<file path="src/rtl/vga_pkg.sv">
`default_nettype none
// ============================================================================
// Module      : vga_pkg
// Description : Default 640x480@60 timing constants and counter-width helper
//               shared by the VGA timing controller files. Contains no logic.
// Revision    : 1.0 - initial release
// ============================================================================
package vga_pkg;

    // 640x480@60 Hz, 25.175 MHz pixel clock
    localparam int C_H_DISPLAY = 640;
    localparam int C_H_FRONT   = 16;
    localparam int C_H_SYNC    = 96;
    localparam int C_H_BACK    = 48;
    localparam int C_V_DISPLAY = 480;
    localparam int C_V_FRONT   = 10;
    localparam int C_V_SYNC    = 2;
    localparam int C_V_BACK    = 33;

    // Width of a counter spanning 0..n-1; never narrower than one bit so a
    // degenerate count of 1 still yields a legal vector.
    function automatic int cnt_width(input int n);
        return (n < 2) ? 1 : $clog2(n);
    endfunction

endpackage : vga_pkg
`default_nettype wire

</file>
<file path="src/rtl/vga_timing_ctrl_pixel_tick.sv">
`default_nettype none
// ============================================================================
// Module      : vga_pixel_tick
// Description : Clock divider producing a one-cycle pixel strobe every
//               CLK_DIV clk cycles.
// Ports       : clk      - single clock
//               rst      - synchronous active-high reset
//               pixel_en - high in the cycle the divider reaches CLK_DIV-1
// Revision    : 1.0 - initial release
// ============================================================================
module vga_pixel_tick
    import vga_pkg::*;
#(
    parameter int CLK_DIV = 1
) (
    input  logic clk,
    input  logic rst,
    output logic pixel_en
);

    localparam int            CW     = cnt_width(CLK_DIV);
    localparam logic [CW-1:0] C_LAST = CW'(CLK_DIV - 1);

    logic [CW-1:0] r_cnt;

    if (CLK_DIV < 1) begin : g_err_clk_div
        $error("vga_pixel_tick: CLK_DIV must be >= 1");
    end

    always_ff @(posedge clk) begin
        if (rst) begin
            r_cnt <= '0;
        end else if (r_cnt == C_LAST) begin
            r_cnt <= '0;
        end else begin
            r_cnt <= r_cnt + 1'b1;
        end
    end

    // Gated by rst so the strobe is low during reset even when CLK_DIV=1,
    // where the counter never leaves its terminal value.
    assign pixel_en = ~rst & (r_cnt == C_LAST);

endmodule : vga_pixel_tick
`default_nettype wire

</file>
<file path="src/rtl/vga_timing_ctrl.sv">
`default_nettype none
// ============================================================================
// Module      : vga_timing_ctrl
// Description : VGA raster timing generator. Produces pixel/line/frame
//               strobes, x/y raster position, and a registered output stage
//               carrying sync and blanked colour with one pixel tick latency.
// Ports       : clk, rst                    - clock, synchronous reset
//               red_in/green_in/blue_in     - colour for current x, y
//               hsync, vsync                - registered sync outputs
//               red, green, blue            - registered, blanked colour
//               x, y                        - raster counters
//               display_on                  - current x, y is visible
//               pixel_en                    - pixel tick
//               line_start, frame_start     - first pixel of line / frame
// Revision    : 1.0 - initial release
// ============================================================================
module vga_timing_ctrl
    import vga_pkg::*;
#(
    parameter int H_DISPLAY = C_H_DISPLAY,
    parameter int H_FRONT   = C_H_FRONT,
    parameter int H_SYNC    = C_H_SYNC,
    parameter int H_BACK    = C_H_BACK,
    parameter int V_DISPLAY = C_V_DISPLAY,
    parameter int V_FRONT   = C_V_FRONT,
    parameter int V_SYNC    = C_V_SYNC,
    parameter int V_BACK    = C_V_BACK,
    parameter int CLK_DIV   = 1,
    parameter bit HSYNC_POL = 1'b0,
    parameter bit VSYNC_POL = 1'b0,
    parameter int COLOR_W   = 2,
    localparam int H_TOTAL  = H_DISPLAY + H_FRONT + H_SYNC + H_BACK,
    localparam int V_TOTAL  = V_DISPLAY + V_FRONT + V_SYNC + V_BACK,
    localparam int XW       = cnt_width(H_TOTAL),
    localparam int YW       = cnt_width(V_TOTAL)
) (
    input  logic               clk,
    input  logic               rst,
    input  logic [COLOR_W-1:0] red_in,
    input  logic [COLOR_W-1:0] green_in,
    input  logic [COLOR_W-1:0] blue_in,
    output logic               hsync,
    output logic               vsync,
    output logic [COLOR_W-1:0] red,
    output logic [COLOR_W-1:0] green,
    output logic [COLOR_W-1:0] blue,
    output logic [XW-1:0]      x,
    output logic [YW-1:0]      y,
    output logic               display_on,
    output logic               pixel_en,
    output logic               line_start,
    output logic               frame_start
);

    // Raster landmarks, sized to the counters to keep comparisons exact.
    localparam logic [XW-1:0] C_X_LAST     = XW'(H_TOTAL - 1);
    localparam logic [XW-1:0] C_X_DISP     = XW'(H_DISPLAY);
    localparam logic [XW-1:0] C_HS_FIRST   = XW'(H_DISPLAY + H_FRONT);
    localparam logic [XW-1:0] C_HS_LAST    = XW'(H_DISPLAY + H_FRONT + H_SYNC - 1);
    localparam logic [YW-1:0] C_Y_LAST     = YW'(V_TOTAL - 1);
    localparam logic [YW-1:0] C_Y_DISP     = YW'(V_DISPLAY);
    localparam logic [YW-1:0] C_VS_FIRST   = YW'(V_DISPLAY + V_FRONT);
    localparam logic [YW-1:0] C_VS_LAST    = YW'(V_DISPLAY + V_FRONT + V_SYNC - 1);

    if (CLK_DIV < 1) begin : g_err_clk_div
        $error("vga_timing_ctrl: CLK_DIV must be >= 1");
    end

    if (H_FRONT < 1 || H_SYNC < 1 || H_BACK < 1 ||
        V_FRONT < 1 || V_SYNC < 1 || V_BACK < 1) begin : g_err_timing
        $error("vga_timing_ctrl: porch and sync widths must be >= 1");
    end

    logic               w_pixel_en;
    logic               w_x_last;
    logic               w_y_last;
    logic               w_display_on;
    logic               w_hs_act;
    logic               w_vs_act;
    logic [XW-1:0]      r_x;
    logic [YW-1:0]      r_y;
    logic               r_hsync;
    logic               r_vsync;
    logic [COLOR_W-1:0] r_red;
    logic [COLOR_W-1:0] r_green;
    logic [COLOR_W-1:0] r_blue;

    vga_pixel_tick #(
        .CLK_DIV (CLK_DIV)
    ) u_pixel_tick (
        .clk      (clk),
        .rst      (rst),
        .pixel_en (w_pixel_en)
    );

    assign w_x_last = (r_x == C_X_LAST);
    assign w_y_last = (r_y == C_Y_LAST);

    // Raster counters: y only advances on the tick where x wraps.
    always_ff @(posedge clk) begin
        if (rst) begin
            r_x <= '0;
            r_y <= '0;
        end else if (w_pixel_en) begin
            if (w_x_last) begin
                r_x <= '0;
                r_y <= w_y_last ? '0 : r_y + 1'b1;
            end else begin
                r_x <= r_x + 1'b1;
            end
        end
    end

    assign w_display_on = (r_x < C_X_DISP) && (r_y < C_Y_DISP);
    assign w_hs_act     = (r_x >= C_HS_FIRST) && (r_x <= C_HS_LAST);
    // Depends on y alone, so vsync always spans whole lines.
    assign w_vs_act     = (r_y >= C_VS_FIRST) && (r_y <= C_VS_LAST);

    // Output stage: capturing on the pixel tick keeps sync and colour aligned
    // one tick behind the counters and ignores *_in between ticks.
    always_ff @(posedge clk) begin
        if (rst) begin
            r_hsync <= ~HSYNC_POL;
            r_vsync <= ~VSYNC_POL;
            r_red   <= '0;
            r_green <= '0;
            r_blue  <= '0;
        end else if (w_pixel_en) begin
            r_hsync <= ~(w_hs_act ^ HSYNC_POL);
            r_vsync <= ~(w_vs_act ^ VSYNC_POL);
            r_red   <= w_display_on ? red_in   : '0;
            r_green <= w_display_on ? green_in : '0;
            r_blue  <= w_display_on ? blue_in  : '0;
        end
    end

    assign hsync       = r_hsync;
    assign vsync       = r_vsync;
    assign red         = r_red;
    assign green       = r_green;
    assign blue        = r_blue;
    assign x           = r_x;
    assign y           = r_y;
    assign display_on  = w_display_on;
    assign pixel_en    = w_pixel_en;
    assign line_start  = w_pixel_en && (r_x == '0);
    assign frame_start = w_pixel_en && (r_x == '0) && (r_y == '0);

endmodule : vga_timing_ctrl
`default_nettype wire

</file>
<file path="config.mk">
export PLATFORM = sky130hd
export DESIGN_NAME = vga_timing_ctrl
export DESIGN_NICKNAME = d
export VERILOG_FILES = /design/src/rtl/vga_pkg.sv /design/src/rtl/vga_timing_ctrl_pixel_tick.sv /design/src/rtl/vga_timing_ctrl.sv
export SDC_FILE = /design/constraint.sdc
export NUM_CORES = 1
export LEC_CHECK = 0
export BUFFER_PORTS_ARGS = -buffer_cell sky130_fd_sc_hd__buf_2
export CAP_MARGIN = 5
export CORE_MARGIN = 2
export CORE_UTILIZATION = 32
export DETAILED_ROUTE_END_ITERATION = 7
export GPL_ROUTABILITY_DRIVEN = 0
export PLACE_DENSITY_LB_ADDON = 0.25
export SLEW_MARGIN = 20
export SYNTH_ARGS = -nofsm -noshare
export SYNTH_HDL_FRONTEND = slang
export SYNTH_SLANG_ARGS = --single-unit
</file>
<file path="constraint.sdc">
create_clock -name clk -period 2.05 [get_ports clk]
set_input_delay 0.41 -clock clk [delete_from_list [all_inputs] [get_ports clk]]
set_output_delay 0.41 -clock clk [all_outputs]
set_load 0.005 [all_outputs]
</file>
* Word-level counts from Yosys, hierarchy flattened
Index checks and enable logic that the tools add are counted. W data, S select, Z words.
Operators by class: equality and inequality tests 2, add/subtract/negate cells 3, reductions and logical operators 9, bitwise logic cells 5, muxes and demuxes 5, order comparisons 6
Operator list (number):
- $add A10 B1 Y10 const B | 2
- $eq A10 B10 Y1 const B | 2
- $logic_not A10 Y1 | 2
- $mux W10 | 2
- $ge A10 B10 Y1 const B | 1
- $ge A10 B9 Y1 const B | 1
- $le A10 B10 Y1 const B | 1
- $le A10 B9 Y1 const B | 1
- $lt A10 B10 Y1 const B | 1
- $lt A10 B9 Y1 const B | 1
- $mux W2 | 3
- $logic_and A1 B1 Y1 | 5
- $not A1 Y1 | 4
- $reduce_and A2 Y1 | 1
- $reduce_or A2 Y1 | 1
- $add A1 B1 Y1 const B | 1
- $and A1 B1 Y1 | 1
Word-level totals: logic and storage cells 38, register bits after elaboration 29

* Logic depth before layout (Yosys ltp)
depth in word-level cells 4, gate-level depth with buffers 6, depth with buffers taken out 6

* Hierarchy
From an unflattened synthesis, not the netlist that was laid out.
Unflattened totals: cell total of the unflattened synthesis 169, area, all modules 1514.0 um^2
By module, submodules not included:
- vga_timing_ctrl | sequential area each 560.5 um^2, area each 1486.4 um^2, cells an instance 166, instances 1
- vga_pixel_tick | sequential area each 20.0 um^2, area each 27.5 um^2, cells an instance 3, instances 1

* Worst setup path after synthesis
OpenSTA, ideal clock, no wires.
path kind input port to output port, start input port rst, end output port frame_start, arrival time 1503 ps, stages on the path 5, path slack 137 ps, path through clkbuf_1 nor2_4 nand3_1 nor4b_1 and4_1
On the way: cells in the longest elaborated chain, start to end 4
Ends and longest elaborated chain:
- from (decl) | RTL line vga_timing_ctrl.sv:38 | input logic rst,
- $not A1 Y1 | RTL line vga_timing_ctrl_pixel_tick.sv:42 | assign pixel_en = ~rst & (r_cnt == C_LAST);
- $and A1 B1 Y1 | RTL line vga_timing_ctrl_pixel_tick.sv:42
- net pixel_en | RTL line vga_timing_ctrl.sv:50 | output logic pixel_en,
- $logic_and A1 B1 Y1
- net line_start | RTL line vga_timing_ctrl.sv:51 | output logic line_start,
- $logic_and A1 B1 Y1 | RTL line vga_timing_ctrl.sv:147 | assign frame_start = w_pixel_en && (r_x == '0) && (r_y == '0);
- to (decl) | RTL line vga_timing_ctrl.sv:52 | output logic frame_start
The timed path passes the listed nets, and every way through them passes these cells.

* Worst setup path after layout
start register r_x[2] (netlist: x[2]), end output port frame_start
On the way: cells in the longest elaborated chain, start to end 3
Ends and longest elaborated chain:
- from (decl) | RTL line vga_timing_ctrl.sv:80 | logic [XW-1:0] r_x;
- from (signal assigned) | RTL line vga_timing_ctrl.sv:109 | r_x <= r_x + 1'b1;
- $logic_not A10 Y1 | RTL line vga_timing_ctrl.sv:147
- $logic_and A1 B1 Y1 (2 in a row) | RTL line vga_timing_ctrl.sv:147
Every way passes these cells.

==> impl_metrics.sql <==
INSERT INTO impl_metrics (metric_group, metric, value, unit) VALUES
('yosys', 'netlist_instances', '158', ''),
('final_layout', 'design.final.nets', '222', ''),
('die', 'die_outline_area', '4910', 'um2'),
('global_routing', 'globalRouteTotalUtil', '15.1', '%'),
('power_and_ir_drop', 'net-switching-power', '242', 'uW'),
('timing', 'max_slew.worst_pin.slew', '0.521', 'ns'),
('power_and_ir_drop', 'clock_power_share', '41.1', '%'),
('yosys', 'synth-edff-count', '0', ''),
('worst_setup_path', 'reg2reg_slack', '0.22', 'ns'),
('place', 'dpl.hpwl', '2480', 'um'),
('yosys', 'synthesis.nets', '170', ''),
('detailed_routing', 'routed_wirelength', '3420', 'um'),
('worst_setup_path', 'critical_path.endpoint', 'frame_start', ''),
('clock_network', 'sink_count', '29', ''),
('timing', 'timing.final.setup_violations', '0', ''),
('clock_network', 'worst_setup_hold_path_clk_slew', '0.06', 'ns'),
('die', 'placeableCoreArea', '4290', 'um2'),
('timing', 'rsz0062_at_grt', 'yes', ''),
('yosys', 'synth_seq_area_share', '41.5', '%'),
('global_routing', 'grt_overflow_total', '0', ''),
('detailed_routing', 'drc', '0', ''),
('detailed_routing', 'post_drt_via_cell_ratio', '5.08', ''),
('yosys', 'syn_area_per_cell', '8.85', 'um2'),
('clock_network', 'ctsHtreeMaxLevel', '2', ''),
('yosys', 'post_synth_instance_area', '1400', 'um2'),
('power_and_ir_drop', 'cellLeakagePower', '0.000784', 'uW'),
('global_routing', 'global_route_wire_length_before_repair', '5860', 'um'),
('clock_network', 'clockRootBuffer', 'sky130_fd_sc_hd__clkbuf_8', ''),
('worst_setup_path', 'worst-endpoint-arrival', '1.60', 'ns'),
('timing', 'final-hold-violation-count', '0', ''),
('worst_setup_path', 'path_class', 'register to output port', ''),
('power_and_ir_drop', 'p_sw_share', '21.6', '%'),
('timing', 'slew_headroom', '65.1', '%'),
('final_layout', 'num_antenna_cells', '0', ''),
('final_layout', 'syn2layout_area_growth', '30.4', '%'),
('detailed_routing', 'routedLengthMet1', '1660', 'um'),
('die', 'fp.dieW', '70.1', 'um'),
('clock_network', 'number_of_buffers_inserted_during_clock_tree_synthesis', '5', ''),
('die', 'initial_utilization', '32.5', '%'),
('clock_network', 'clockBufferDepth', '2', ''),
('worst_setup_path', 'worstPathMaxFanout', '3', ''),
('global_routing', 'grt_max_degree', '20', ''),
('power_and_ir_drop', 'power.density', '616', 'nW/um2'),
('yosys', 'async_reset_ff_share', '0', '%'),
('power_and_ir_drop', 'combPwrFrac', '7.0', '%'),
('final_layout', 'fillCellCount', '437', ''),
('detailed_routing', 'met2WireLength', '1500', 'um'),
('worst_setup_path', 'timing.critical_path.from', 'x[2]$_SDFFE_PP0P_', ''),
('final_layout', 'final_cell_mix', 'sky130_fd_sc_hd__buf_2 (39), sky130_fd_sc_hd__dfxtp_1 (27), sky130_fd_sc_hd__nor2_1 (14)', ''),
('detailed_routing', 'initialDrtViolationCount', '56', ''),
('timing', 'maxClockFrequency', '0.498', 'GHz'),
('yosys', 'synth_cell_type_count', '40', ''),
('yosys', 'synth.ff_latch_count', '29', ''),
('worst_setup_path', 'critPathLaunchType', 'register', ''),
('worst_setup_path', 'reg2reg_depth', '5', ''),
('clock_network', 'clock_tree_from_tritoncts', 'yes', ''),
('timing', 'period_needed', '2.01', 'ns'),
('job', 'max-cap-violations', '0', ''),
('detailed_routing', 'highest_layer', 'met4', ''),
('run_status', 'run_status', 'complete, no violations', ''),
('yosys', 'top_reg_cell_synth', 'sky130_fd_sc_hd__dfxtp_1', ''),
('detailed_routing', 'route.antenna.remaining_nets', '0', ''),
('die', 'die_h', '70.1', 'um'),
('detailed_routing', 'wl_per_cell', '13.0', 'um'),
('worst_hold_path', 'min_delay_worst_type', 'input port to register', ''),
('worst_setup_path', 'reg2reg_to', 'y[5]$_SDFFE_PP0P_', ''),
('power_and_ir_drop', 'power', '1120', 'uW'),
('detailed_routing', 'routed-wl-met3', '202', 'um'),
('power_and_ir_drop', 'max-vdd-ir-drop', '0.000216', 'V'),
('worst_setup_path', 'setup.worst_path.end_class', 'output port', ''),
('worst_setup_path', 'startpoint_of_the_most_critical_register_to_register_path', 'x[8]$_SDFFE_PP0P_', '');
-- registers in the layout (all words and copies together) (netlist names) --
name and count:
green 2, red 2, vsync 1, y 10, blue 2, hsync 1, x 10, u_pixel_tick.r_cnt 1
-- critical path, cell delays in order, from the launching register on --
cell and delay, ns:
sky130_fd_sc_hd__dfxtp_2 0.33, sky130_fd_sc_hd__nor4_2 0.26, sky130_fd_sc_hd__nand3_1 0.15, sky130_fd_sc_hd__nor4b_4 0.26, sky130_fd_sc_hd__and4_1 0.22, sky130_fd_sc_hd__buf_2 0.11
-- cells in the mapped netlist (5+ instances only) --
cell                      count  area share (%)
sky130_fd_sc_hd__o31ai_1      5             2.7
sky130_fd_sc_hd__a21oi_1     10             3.6
sky130_fd_sc_hd__nand3_1     12             4.3
sky130_fd_sc_hd__nor2_1      14             3.8
sky130_fd_sc_hd__dfxtp_1     29              42
sky130_fd_sc_hd__nand2_1      8             2.1
sky130_fd_sc_hd__inv_1        9             2.4
sky130_fd_sc_hd__or4_1        5             2.7
sky130_fd_sc_hd__nor3_1       5             1.8
sky130_fd_sc_hd__a22o_1       6             3.8
-- worst min-delay path by stage --
| stage | start | endpoint | slack, ns | depth (start not counted) |
|---|---|---|---|---|
| after CTS | green_in[0] | green[0]$_SDFFE_PP0P_ | 0.34 | 2 |
| after floorplan | vsync$_SDFFE_PP1P_ | vsync$_SDFFE_PP1P_ | 0.44 | 2 |
| after global placement | vsync$_SDFFE_PP1P_ | vsync$_SDFFE_PP1P_ | 0.43 | 2 |
| after detailed placement | vsync$_SDFFE_PP1P_ | vsync$_SDFFE_PP1P_ | 0.43 | 2 |
| final | green_in[0] | green[0]$_SDFFE_PP0P_ | 0.35 | 2 |
| after global routing | red_in[1] | red[1]$_SDFFE_PP0P_ | 0.35 | 2 |
-- power by group through the flow --
stage               combinational (uW)  clock, uW  sequential, uW
global placement                  73.8          0             595
finish                            78.8        461             583
detailed placement                73.7          0             594
global route                      89.2        511             584
floorplan                         32.3          0             598
CTS                               76.9        479             583
-- cell families (layout without fill, tap and decap cells) --
logic type	Yosys count	in the layout	share of synthesized area [%]
multiplexers	1	1	0.716
XOR/XNOR	8	8	5.01
adder cells (fa/ha/maj)	4	4	3.58
AO/OA/AOI/OAI	29	29	13.5
flip-flops	29	29	41.5
other	1	1	0.268
buffers and inverters	15	67	4.92
AND/OR/NAND/NOR	71	71	30.4
-- routing by layer --
metal  vias up  track usage, %
li1        675               -
met1       610            19.9
met4         0            5.77
met5         -               0
met2        39            22.3
met3         7            5.77
-- through the flow --
stage	instances	setup slack (ns)	cell area [um2]	hold slack, ns	TNS [ns]
5_1_grt	262	-0.0797	1820	0.350	-0.0797
2_1_floorplan	158	0.137	1400	0.441	0
6_report	262	0.0436	1820	0.354	0
3_3_place_gp	253	0.0968	1700	0.434	0
3_5_place_dp	253	0.0350	1700	0.435	0
4_1_cts	261	0.00688	1800	0.343	0
-- what timing repair did --
item / 4_1_cts / 5_1_grt
setup endpoints to repair: 2 / 2
buffers inserted: 1 / 1
pin swaps: 1 / 0
resized for setup: 2 / 3
-- area by class of cell --
class | count | area [um2] | share of cell area, %
repair buffers | 51 | 285 | 15.6
flip-flops and latches | 29 | 583 | 32.0
inverters | 9 | 33.8 | 1.85
multi-input cells | 114 | 769 | 42.2
clock buffers | 7 | 86.3 | 4.74
well taps | 52 | 65.1 | 3.57
Power figures use the tool's default switching activity.
